[src/rtl/bcd_to_bin_seq_if.sv]
// Start/done handshake bundle for the packed-BCD to binary converter.
// master drives the request side, slave is the converter.
interface bcd_to_bin_seq_if #(
   parameter int unsigned DIGITS = 2,
   parameter int unsigned BIN_W  = 7
);

   logic                  start;
   logic [4*DIGITS-1:0]   bcd_in;
   logic                  busy;
   logic                  done;
   logic [BIN_W-1:0]      bin;
   logic                  err;

   modport master (
      output start,
      output bcd_in,
      input  busy,
      input  done,
      input  bin,
      input  err
   );

   modport slave (
      input  start,
      input  bcd_in,
      output busy,
      output done,
      output bin,
      output err
   );

endinterface

[src/rtl/bcd_to_bin_seq.sv]
// Sequential packed-BCD to binary converter (reverse double-dabble, one bit per clock).
// Define BCD_ERR_CHECK_EN to flag digits > 9 on err and skip the shift phase.
module bcd_to_bin_seq #(
   parameter int unsigned DIGITS = 2,
   parameter int unsigned BIN_W  = 7
) (
   input  logic             clk,
   input  logic             rst_n,
   bcd_to_bin_seq_if.slave  bus
);

   localparam int unsigned BCD_W = 4 * DIGITS;
   localparam int unsigned CNT_W = $clog2(BIN_W + 1);

   localparam logic [1:0] StIdle  = 2'd0;
   localparam logic [1:0] StShift = 2'd1;
   localparam logic [1:0] StFin   = 2'd2;

   logic [1:0]       state_q, state_d;
   logic [BCD_W-1:0] bcd_q, bcd_d;
   logic [BIN_W-1:0] acc_q, acc_d;
   logic [BIN_W-1:0] bin_q, bin_d;
   logic [CNT_W-1:0] cnt_q, cnt_d;

   logic [BCD_W-1:0] bcd_shift;
   logic [BCD_W-1:0] bcd_corr;
   logic [BIN_W-1:0] acc_shift;
   logic             last_shift;

   // One reverse double-dabble step: shift {bcd, acc} right, then -3 on digits >= 8.
   always_comb begin
      bcd_shift = bcd_q >> 1;
      acc_shift = {bcd_q[0], acc_q[BIN_W-1:1]};
      bcd_corr  = bcd_shift;
      for (int i = 0; i < int'(DIGITS); i++) begin
         if (bcd_shift[4*i +: 4] >= 4'd8) begin
            bcd_corr[4*i +: 4] = bcd_shift[4*i +: 4] - 4'd3;
         end
      end
   end

   assign last_shift = (cnt_q == CNT_W'(BIN_W - 1));

`ifdef BCD_ERR_CHECK_EN
   logic err_q, err_d;
   logic bad_digit;

   always_comb begin
      bad_digit = 1'b0;
      for (int i = 0; i < int'(DIGITS); i++) begin
         if (bus.bcd_in[4*i +: 4] > 4'd9) begin
            bad_digit = 1'b1;
         end
      end
   end
`endif

   always_comb begin
      state_d = state_q;
      bcd_d   = bcd_q;
      acc_d   = acc_q;
      bin_d   = bin_q;
      cnt_d   = cnt_q;
`ifdef BCD_ERR_CHECK_EN
      err_d   = err_q;
`endif
      unique case (state_q)
         StIdle: begin
            if (bus.start) begin
               bcd_d   = bus.bcd_in;
               acc_d   = '0;
               cnt_d   = '0;
               state_d = StShift;
`ifdef BCD_ERR_CHECK_EN
               err_d   = 1'b0;
               if (bad_digit) begin
                  err_d   = 1'b1;
                  bin_d   = '0;
                  bcd_d   = '0;
                  state_d = StFin;
               end
`endif
            end
         end
         StShift: begin
            bcd_d = bcd_corr;
            acc_d = acc_shift;
            cnt_d = cnt_q + 1'b1;
            if (last_shift) begin
               // Capture the final accumulator here so bin is valid during the FIN cycle.
               bin_d   = acc_shift;
               state_d = StFin;
            end
         end
         StFin: begin
            state_d = StIdle;
         end
         default: begin
            state_d = StIdle;
         end
      endcase
   end

   always_ff @(posedge clk or negedge rst_n) begin
      if (!rst_n) begin
         state_q <= StIdle;
         bcd_q   <= '0;
         acc_q   <= '0;
         bin_q   <= '0;
         cnt_q   <= '0;
      end else begin
         state_q <= state_d;
         bcd_q   <= bcd_d;
         acc_q   <= acc_d;
         bin_q   <= bin_d;
         cnt_q   <= cnt_d;
      end
   end

`ifdef BCD_ERR_CHECK_EN
   always_ff @(posedge clk or negedge rst_n) begin
      if (!rst_n) begin
         err_q <= 1'b0;
      end else begin
         err_q <= err_d;
      end
   end

   assign bus.err = err_q;
`else
   assign bus.err = 1'b0;
`endif

   assign bus.busy = (state_q == StShift);
   assign bus.done = (state_q == StFin);
   assign bus.bin  = bin_q;

endmodule

[src/flat_wrapper.sv]
// flat-port wrapper written by rule: the top's interface ports become plain ports
module bcd_to_bin_seq_flat 
#(
   parameter int unsigned DIGITS = 2,
   parameter int unsigned BIN_W  = 7
)
  (clk, rst_n, bus_start, bus_bcd_in, bus_busy, bus_done, bus_bin, bus_err);
  bcd_to_bin_seq_if #(.DIGITS(DIGITS), .BIN_W(BIN_W)) bus_i ();
  input  logic clk;
  input  logic rst_n;
  input wire logic [$bits(bus_i.start)-1:0] bus_start;
  input wire logic [$bits(bus_i.bcd_in)-1:0] bus_bcd_in;
  output wire logic [$bits(bus_i.busy)-1:0] bus_busy;
  output wire logic [$bits(bus_i.done)-1:0] bus_done;
  output wire logic [$bits(bus_i.bin)-1:0] bus_bin;
  output wire logic [$bits(bus_i.err)-1:0] bus_err;
  assign bus_i.start = bus_start;
  assign bus_i.bcd_in = bus_bcd_in;
  assign bus_busy = bus_i.busy;
  assign bus_done = bus_i.done;
  assign bus_bin = bus_i.bin;
  assign bus_err = bus_i.err;
  bcd_to_bin_seq #(.DIGITS(DIGITS), .BIN_W(BIN_W)) u_core (.clk(clk), .rst_n(rst_n), .bus(bus_i));
endmodule
[config.mk]
export PLATFORM = sky130hd
export DESIGN_NAME = bcd_to_bin_seq_flat
export DESIGN_NICKNAME = d
export VERILOG_FILES = /design/src/rtl/bcd_to_bin_seq_if.sv /design/src/rtl/bcd_to_bin_seq.sv /design/src/flat_wrapper.sv
export SDC_FILE = /design/constraint.sdc
export NUM_CORES = 1
export LEC_CHECK = 0
export CAP_MARGIN = 15
export CORE_ASPECT_RATIO = 1.4
export CORE_MARGIN = 2
export CORE_UTILIZATION = 54
export DETAILED_ROUTE_END_ITERATION = 8
export PLACE_DENSITY = 0.8
export SYNTH_ARGS = -nofsm -noshare
export SYNTH_HDL_FRONTEND = slang
export SYNTH_SLANG_ARGS = --single-unit
[constraint.sdc]
create_clock -name clk -period 2.45 [get_ports clk]
set_input_delay 0.3675 -clock clk [delete_from_list [all_inputs] [get_ports clk]]
set_output_delay 0.3675 -clock clk [all_outputs]
set_load 0.005 [all_outputs]
## Word-level counts from Yosys, hierarchy flattened

Cells that the tools add are included.
Widths: inputs -> output; s select.

| word-level totals | value |
|---|---|
| flip-flop bits (word level) | 27 |
| bits of input ports | 11 |
| output and inout bits | 10 |

| operators by class | value |
|---|---|
| add/subtract/negate cells | 3 |
| order comparisons | 2 |
| equal/unequal tests | 5 |
| multiplexer cells | 11 |
| reduce and logical (&&, ||, !) cells | 5 |

Operators by type and width:

| cell | count |
|---|---|
| $pmux 8 s2 | 1 |
| $pmux 7 s2 | 1 |
| $mux 4 | 2 |
| $mux 8 | 1 |
| $mux 7 | 1 |
| $pmux 3 s2 | 1 |
| $reduce_and 2->1 | 3 |
| $ge 3x4->1 const B | 1 |
| $ge 4x4->1 const B | 1 |
| $mux 2 | 2 |
| $pmux 2 s2 | 1 |
| $sub 3x2->4 const B | 1 |
| $sub 4x2->4 const B | 1 |
| $add 3x1->3 const B | 1 |
| $eq 3x3->1 const B | 1 |
| $mux 3 | 1 |
| $eq 2x1->1 const B | 1 |
| $eq 2x2->1 const B | 1 |
| $logic_not 2->1 | 1 |
| $ne 2x1->1 const B | 1 |
| $ne 2x2->1 const B | 1 |
| $reduce_bool 2->1 | 1 |

## Longest topological paths before layout

Gate-level depths: netlist (run 1).

| logic depth | value |
|---|---|
| depth in word-level cells | 3 |
| depth in mapped cells | 5 |
| gate-level depth less buffers | 5 |

## Worst setup path before layout (run 1)

Ideal clock, no wire load.

| path | value |
|---|---|
| path type | flip-flop to flip-flop |
| from | register u_core.state_q[1] |
| to | register u_core.bin_q[0], in the netlist u_core.bus.bin[0] |
| setup time | 0.125 ns |
| data arrival time | 1.096 ns |
| data required time | 2.325 ns |
| path slack | 1.229 ns |
| cell stages (with the launch flop) | 5 |
| buffers on the path | 0 |
| cells stage by stage | dfrtp_1 nand2b_4 inv_6 nand3_4 mux2_4 |

| on the way | value |
|---|---|
| cells in the longest elaborated chain, start to end | 2 |

Ends and longest elaborated chain:

| what | RTL line | source |
|---|---|---|
| start: declaration | bcd_to_bin_seq.sv:19 | `logic [1:0] state_q, state_d;` |
| start signal: assignment | bcd_to_bin_seq.sv:106 | `state_q <= StIdle;` |
| start signal: assignment | bcd_to_bin_seq.sv:112 | `state_q <= state_d;` |
| $eq 2x1->1 | bcd_to_bin_seq.sv:67 | `unique case (state_q)` |
| $reduce_and 2->1 (no source line) | - |  |
| end signal: assignment | bcd_to_bin_seq.sv:115 | `bin_q <= bin_d;` |
| end: declaration | bcd_to_bin_seq.sv:22 | `logic [BIN_W-1:0] bin_q, bin_d;` |

Every way passes these cells.
A chain may end at the register's enable or synchronous reset.

## Final worst setup path (run 1)

| path | value |
|---|---|
| from | register u_core.state_q[1] |
| to | output port bus_busy |

| on the way | value |
|---|---|
| cells in the longest elaborated chain, start to end | 1 |

Ends and longest elaborated chain:

| what | RTL line | source |
|---|---|---|
| $eq 2x1->1 | bcd_to_bin_seq.sv:134 | `assign bus.busy = (state_q == StShift);` |
| end: declaration | flat_wrapper.sv:13 | `output wire logic [$bits(bus_i.busy)-1:0] bus_busy;` |

Every way passes these cells.

==> results.json, run 1 <==
{
  "status": "complete, no violations",
  "drt_iter0_drc": 9,
  "post-route-period-util_pct": 83.5,
  "post_synth_and_or_nand_nor_area_fraction_pct": 9.62,
  "synth-seq-cells": 26,
  "setup_viol": 0,
  "clock_tree.buffer_depth": 2,
  "clk_pin_slew_worst_paths_ns": 0.14,
  "clock_sinks": 26,
  "grt_pass1_wl_um": 3770,
  "finish.instance_area_um2": 1450,
  "drv_cap": 0,
  "antenna_found_initial": 0,
  "synth_fa_ha_area_share_pct": 4.23,
  "coreArea_um2": 2130,
  "h-tree-depth": 1,
  "maxSlewViolCount": 0,
  "seq_area_frac_synth_pct": 55.0,
  "period_minus_slack_ns": 2.05,
  "port_buffers": 19,
  "synth.cell_area_um2": 1180,
  "syn_avg_cell_area_um2": 12.1,
  "grt_use_met2_pct": 32.4,
  "critPathKind": "flip-flop to output port",
  "synth.distinct_cells": 30,
  "initial_core_util_pct": 55.6,
  "synth.area.mux_share_pct": 10.7,
  "path_max_fanout": 14,
  "post-dp-hpwl_um": 1490,
  "cts_tree": "built",
  "grt.total_usage_pct": 19.5,
  "crit_arrival_ns": 1.68,
  "hold_path.class": "input port to asynchronous set/reset pin",
  "die_area_um2": 2590,
  "grt.met3_usage_pct": 3.05,
  "syn_nets": 113,
  "gp_congestion": 0.742,
  "diodes": 0,
  "syn2layout_area_growth_pct": 22.6,
  "drtAntennaViolNets": 0,
  "skew_ns": 0.00300,
  "overflow": 0,
  "drc": 0,
  "worstPathRequired_ns": 2.08,
  "yosysWarnings": 0,
  "gr-usage-met1_pct": 25.8,
  "cts_made_buffers": 3,
  "worstSetupEndpointType": "output port",
  "root_buffer": "clkbuf_4",
  "die_y_um": 59.4,
  "hold_violations": 0,
  "cts_resized": 0,
  "syn-instance-count": 98,
  "synth_top_cell_by_area": "dfrtp_1",
  "layout_common_cells": "dfrtp_1, clkdlybuf4s50_1, nand2_1",
  "clock_latency_ns": 0.32,
  "crit_path_start_kind": "flip-flop",
  "cts_hold_buf": 0,
  "busiest_layer": "met2",
  "synthTopCellsByArea": "dfrtp_1, mux2_2, a22o_1",
  "io-pin-count": 21,
  "grt_max_degree": 27,
  "cts_setup_buffers": 0,
  "synth_top_area_share_pct": 55.0,
  "mostFrequentLayoutCell": "dfrtp_1",
  "drive_gt1_share_pct": 14.2,
  "vias": 800,
  "placed_cell_area_um2": 1400,
  "power_density_nw_per_um2": 1190,
  "dieWidth_um": 43.6,
  "vdd_drop_max_mv": 0.700,
  "p_leak_nw": 0.688,
  "synth_xor_area_share_pct": 1.48,
  "synth_compound_area_share_pct": 14.0,
  "vias_per_cell": 5.63,
  "first_pass_iters": 4,
  "max_clock_freq_mhz": 489,
  "fin_nets": 136,
  "wl_per_cell_um": 15.3,
  "synth_top_family_by_area": "compound AO/OA/AOI/OAI gates",
  "drt-total-wl_um": 2170,
  "setup_tns_ns": 0,
  "rows": 20,
  "rsz0062_at_grt": "no",
  "grt_pass1_vias": 829
}
-- critical path: stages (launching register included) --
cell and delay (ns):
dfrtp_1 0.46, nand2b_4 0.21, inv_6 0.15, clkdlybuf4s50_1 0.53
-- through the flow --
stage,cells,power (mW),setup slack [ns],hold slack (ns),util (%)
after global routing,142,1.85,0.302,0.414,68.2
after detailed placement,138,1.45,0.702,0.470,65.8
after floorplan,98,1.19,1.23,0.0719,-
after global placement,138,1.41,0.771,0.466,65.8
final,142,1.73,0.404,0.392,68.2
after CTS,142,1.75,0.380,0.396,68.2
-- metal layers --
layer	vias up	part of all wire [%]	routed length, um
met3	2	3.8	82
met1	396	43	935
met2	22	52	1120
met4	0	1.2	27
met5	-	0	0
li1	380	-	-
-- cell families after synthesis --
family          count (synthesis)
mux                            11
compound gates                 24
fa+ha+maj                       4
buf+inv                        11
other cells                     1
flops                          26
xor+xnor                        2
simple gates                   19
-- final cells by class --
type	count	area, um^2
clock buffers	3	22.5
clock inverters	1	30.0
fillers	164	676
inverters	7	31.3
multi-input cells	61	477
flip-flops and latches	26	651
well taps	22	27.5
repair buffers	22	213
-- registers in the layout, indices dropped and copies added, names as in the netlist --
register	cells
u_core.acc_q	6
u_core.bcd_q	8
u_core.bus.bin	7
u_core.cnt_q	3
u_core.state_q	2
-- worst paths after layout --
kind,to,startpoint,cells after the start,slack (ns)
min in group clk,u_core.bcd_q[6]$_DFFE_PN0P_,u_core.bcd_q[6]$_DFFE_PN0P_,2,0.50
min reg2reg,u_core.bcd_q[6]$_DFFE_PN0P_,u_core.bcd_q[6]$_DFFE_PN0P_,2,0.50
max,bus_busy,u_core.state_q[1]$_DFFE_PN0P_,3,0.40
min,u_core.bcd_q[7]$_DFFE_PN0P_,rst_n,2,0.39
max in group asynchronous,u_core.acc_q[2]$_DFFE_PN0P_,rst_n,2,1.81
max reg2reg,u_core.cnt_q[2]$_DFFE_PN0P_,u_core.state_q[0]$_DFFE_PN0P_,4,1.03
-- power by group --
| group | switching, mW | internal (mW) | leakage, nW | total, mW |
|---|---|---|---|---|
| combinational | 0.286 | 0.382 | 0.328 | 0.668 |
| clock | 0.127 | 0.166 | 0.0279 | 0.292 |
| sequential | 0.161 | 0.609 | 0.332 | 0.770 |
-- cell usage after synthesis --
library cell and n:
dfrtp_1 26, nand2_1 11, o21ai_0 8, a22o_1 6, inv_1 6, mux2_2 5
ha_1 4, mux2i_1 4, a21oi_1 3, buf_2 2, buf_4 2, mux2_4 2
nor3b_1 2, a221o_1 1, a22oi_1 1, a2bb2oi_1 1, a31oi_1 1, and2b_1 1
and3b_1 1, conb_1 1, inv_6 1, nand2b_4 1, nand3_4 1, nor2_1 1
nor2b_1 1, o211a_1 1, o21bai_1 1, o31ai_1 1, xnor2_1 1, xor2_1 1
Note: power is estimated with default switching activity, not from simulation.
==> run 2, diff against run 1 <==
CORE_UTILIZATION = 46   (was 54)
PLACE_DENSITY = 0.72   (was 0.8)
clock period = 1.8 ns   (was 2.45 ns; I/O delays follow)
==> run 2 against run 1 <==
  * Register-to-register slack worse by 0.68 ns
  * Routed wire length up 0.92%
  * Sequential power up 34%
  * Non-clock buffer count up 5
  * Via count up 1.9%
  * Final cell count up 12%
  * Critical path type unchanged
  * Critical endpoint unchanged
==> results.json, run 2 (same netlist as run 1, synthesis figures left out) <==
{
  "port_buffers": 19,
  "die_y_um": 64.0,
  "skew_ns": 0.00148,
  "path_max_fanout": 4,
  "period_minus_slack_ns": 1.73,
  "p_leak_nw": 0.734,
  "fin_nets": 141,
  "drt_iter0_drc": 22,
  "largest_reg_flops": 8,
  "coreArea_um2": 2420,
  "layout_common_cells": "dfrtp_1, clkdlybuf4s50_1, nand2_1",
  "clock_tree.buffer_depth": 2,
  "diodes": 0,
  "cts_made_buffers": 3,
  "maxSlewViolCount": 0,
  "crit_arrival_ns": 1.46,
  "cts_hold_buf": 0,
  "h-tree-depth": 1,
  "hold_violations": 0,
  "status": "complete, no violations",
  "wl_per_cell_um": 13.8,
  "post-dp-hpwl_um": 1460,
  "drv_cap": 0,
  "rsz0062_at_grt": "no",
  "critPathKind": "flip-flop to output port",
  "first_pass_iters": 4,
  "mostFrequentLayoutCell": "dfrtp_1",
  "initial_core_util_pct": 49.0,
  "drive_gt1_share_pct": 18.4,
  "vias": 815,
  "clock_latency_ns": 0.32,
  "root_buffer": "clkbuf_4",
  "hold_path.class": "input port to asynchronous set/reset pin",
  "grt_pass1_wl_um": 3650,
  "multi_input_area_um2": 477,
  "power_density_nw_per_um2": 1600,
  "vias_per_cell": 5.13,
  "power_mw": 2.44,
  "clock_sinks": 26,
  "io-pin-count": 21,
  "fin_ws_ns": 0.0667,
  "post-route-period-util_pct": 96.3,
  "cts_tree": "built",
  "grt_max_degree": 27,
  "vdd_drop_max_mv": 0.829,
  "fin_util_pct": 63.0,
  "max_clock_freq_mhz": 577,
  "worstPathRequired_ns": 1.53,
  "regArea_um2": 652,
  "grt_pass1_vias": 847,
  "setup_viol": 0,
  "largest-register": "u_core.bcd_q",
  "setup_tns_ns": 0,
  "crit_path_start_kind": "flip-flop",
  "overflow": 0,
  "syn2layout_area_growth_pct": 28.6,
  "fin_hold_ws_ns": 0.301,
  "rows": 21,
  "die_area_um2": 3000,
  "grt.total_usage_pct": 16.3,
  "reg2regPathDepth": 5,
  "antenna_found_initial": 0,
  "clk_pin_slew_worst_paths_ns": 0.14,
  "n_fill_cell": 206,
  "dieWidth_um": 46.9,
  "drt-total-wl_um": 2190,
  "worstSetupEndpointType": "output port",
  "drc": 0,
  "dpl_worst_slack_ns": 0.236,
  "gp_congestion": 0.764,
  "drtAntennaViolNets": 0
}
[run 2: final timing paths]
check	end	slack (ns)	start
max in group asynchronous	u_core.state_q[0]$_DFFE_PN0P_	1.23	rst_n
max reg2reg	u_core.bus.bin[0]$_DFFE_PN0P_	0.35	u_core.state_q[1]$_DFFE_PN0P_
min in group clk	u_core.bcd_q[6]$_DFFE_PN0P_	0.51	u_core.bcd_q[6]$_DFFE_PN0P_
min	u_core.bcd_q[7]$_DFFE_PN0P_	0.30	rst_n
min reg2reg	u_core.bcd_q[6]$_DFFE_PN0P_	0.51	u_core.bcd_q[6]$_DFFE_PN0P_
max	bus_busy	0.07	u_core.state_q[1]$_DFFE_PN0P_
[run 2: worst max-delay path, cell delays in order, from the launching register on]
cell and delay (ns):
dfrtp_1 0.41, nand2b_4 0.19, inv_8 0.06, clkdlybuf4s50_1 0.49
[run 2: power breakdown]
| group | total (mW) | internal [mW] | switching (mW) | leakage (nW) |
|---|---|---|---|---|
| clock network | 0.398 | 0.225 | 0.172 | 0.0279 |
| registers | 1.03 | 0.831 | 0.198 | 0.331 |
| logic | 1.01 | 0.594 | 0.418 | 0.375 |
[run 2: layout make-up]
| type | instances | area share, % |
|---|---|---|
| Clock buffer | 3 | 1.48 |
| Clock inverter | 1 | 1.97 |
| Inverter | 7 | 2.22 |
| Multi-Input combinational cell | 61 | 31.3 |
| Sequential cell | 26 | 42.8 |
| Tap cell | 34 | 2.79 |
| Timing Repair Buffer | 27 | 17.4 |
[run 2: per-stage QoR]
stage,instance area (um^2),std cells
3_3_place_gp,1420,149
4_1_cts,1490,155
6_report,1520,159
3_5_place_dp,1420,149
5_1_grt,1520,159
2_1_floorplan,1180,98
[run 2: what timing repair did]
item | in CTS | in global routing
endpoints found under the setup margin | 2 | 2
gates resized for setup | 2 | 1
buffers inserted | 2 | 4
[run 2: per-layer routing]
layer	track usage (%)	part of all wire, %	up-vias
met5	0	0	-
met4	5.21	0	0
met3	2.26	4.7	0
met2	25.9	49	19
met1	22.4	46	402
li1	-	-	394
==> run 3, diff against run 2 <==
SLEW_MARGIN = 5   (was unset)
==> results of run 3 <==
The final DEF is identical to that of run 2; final timing and power are the same.
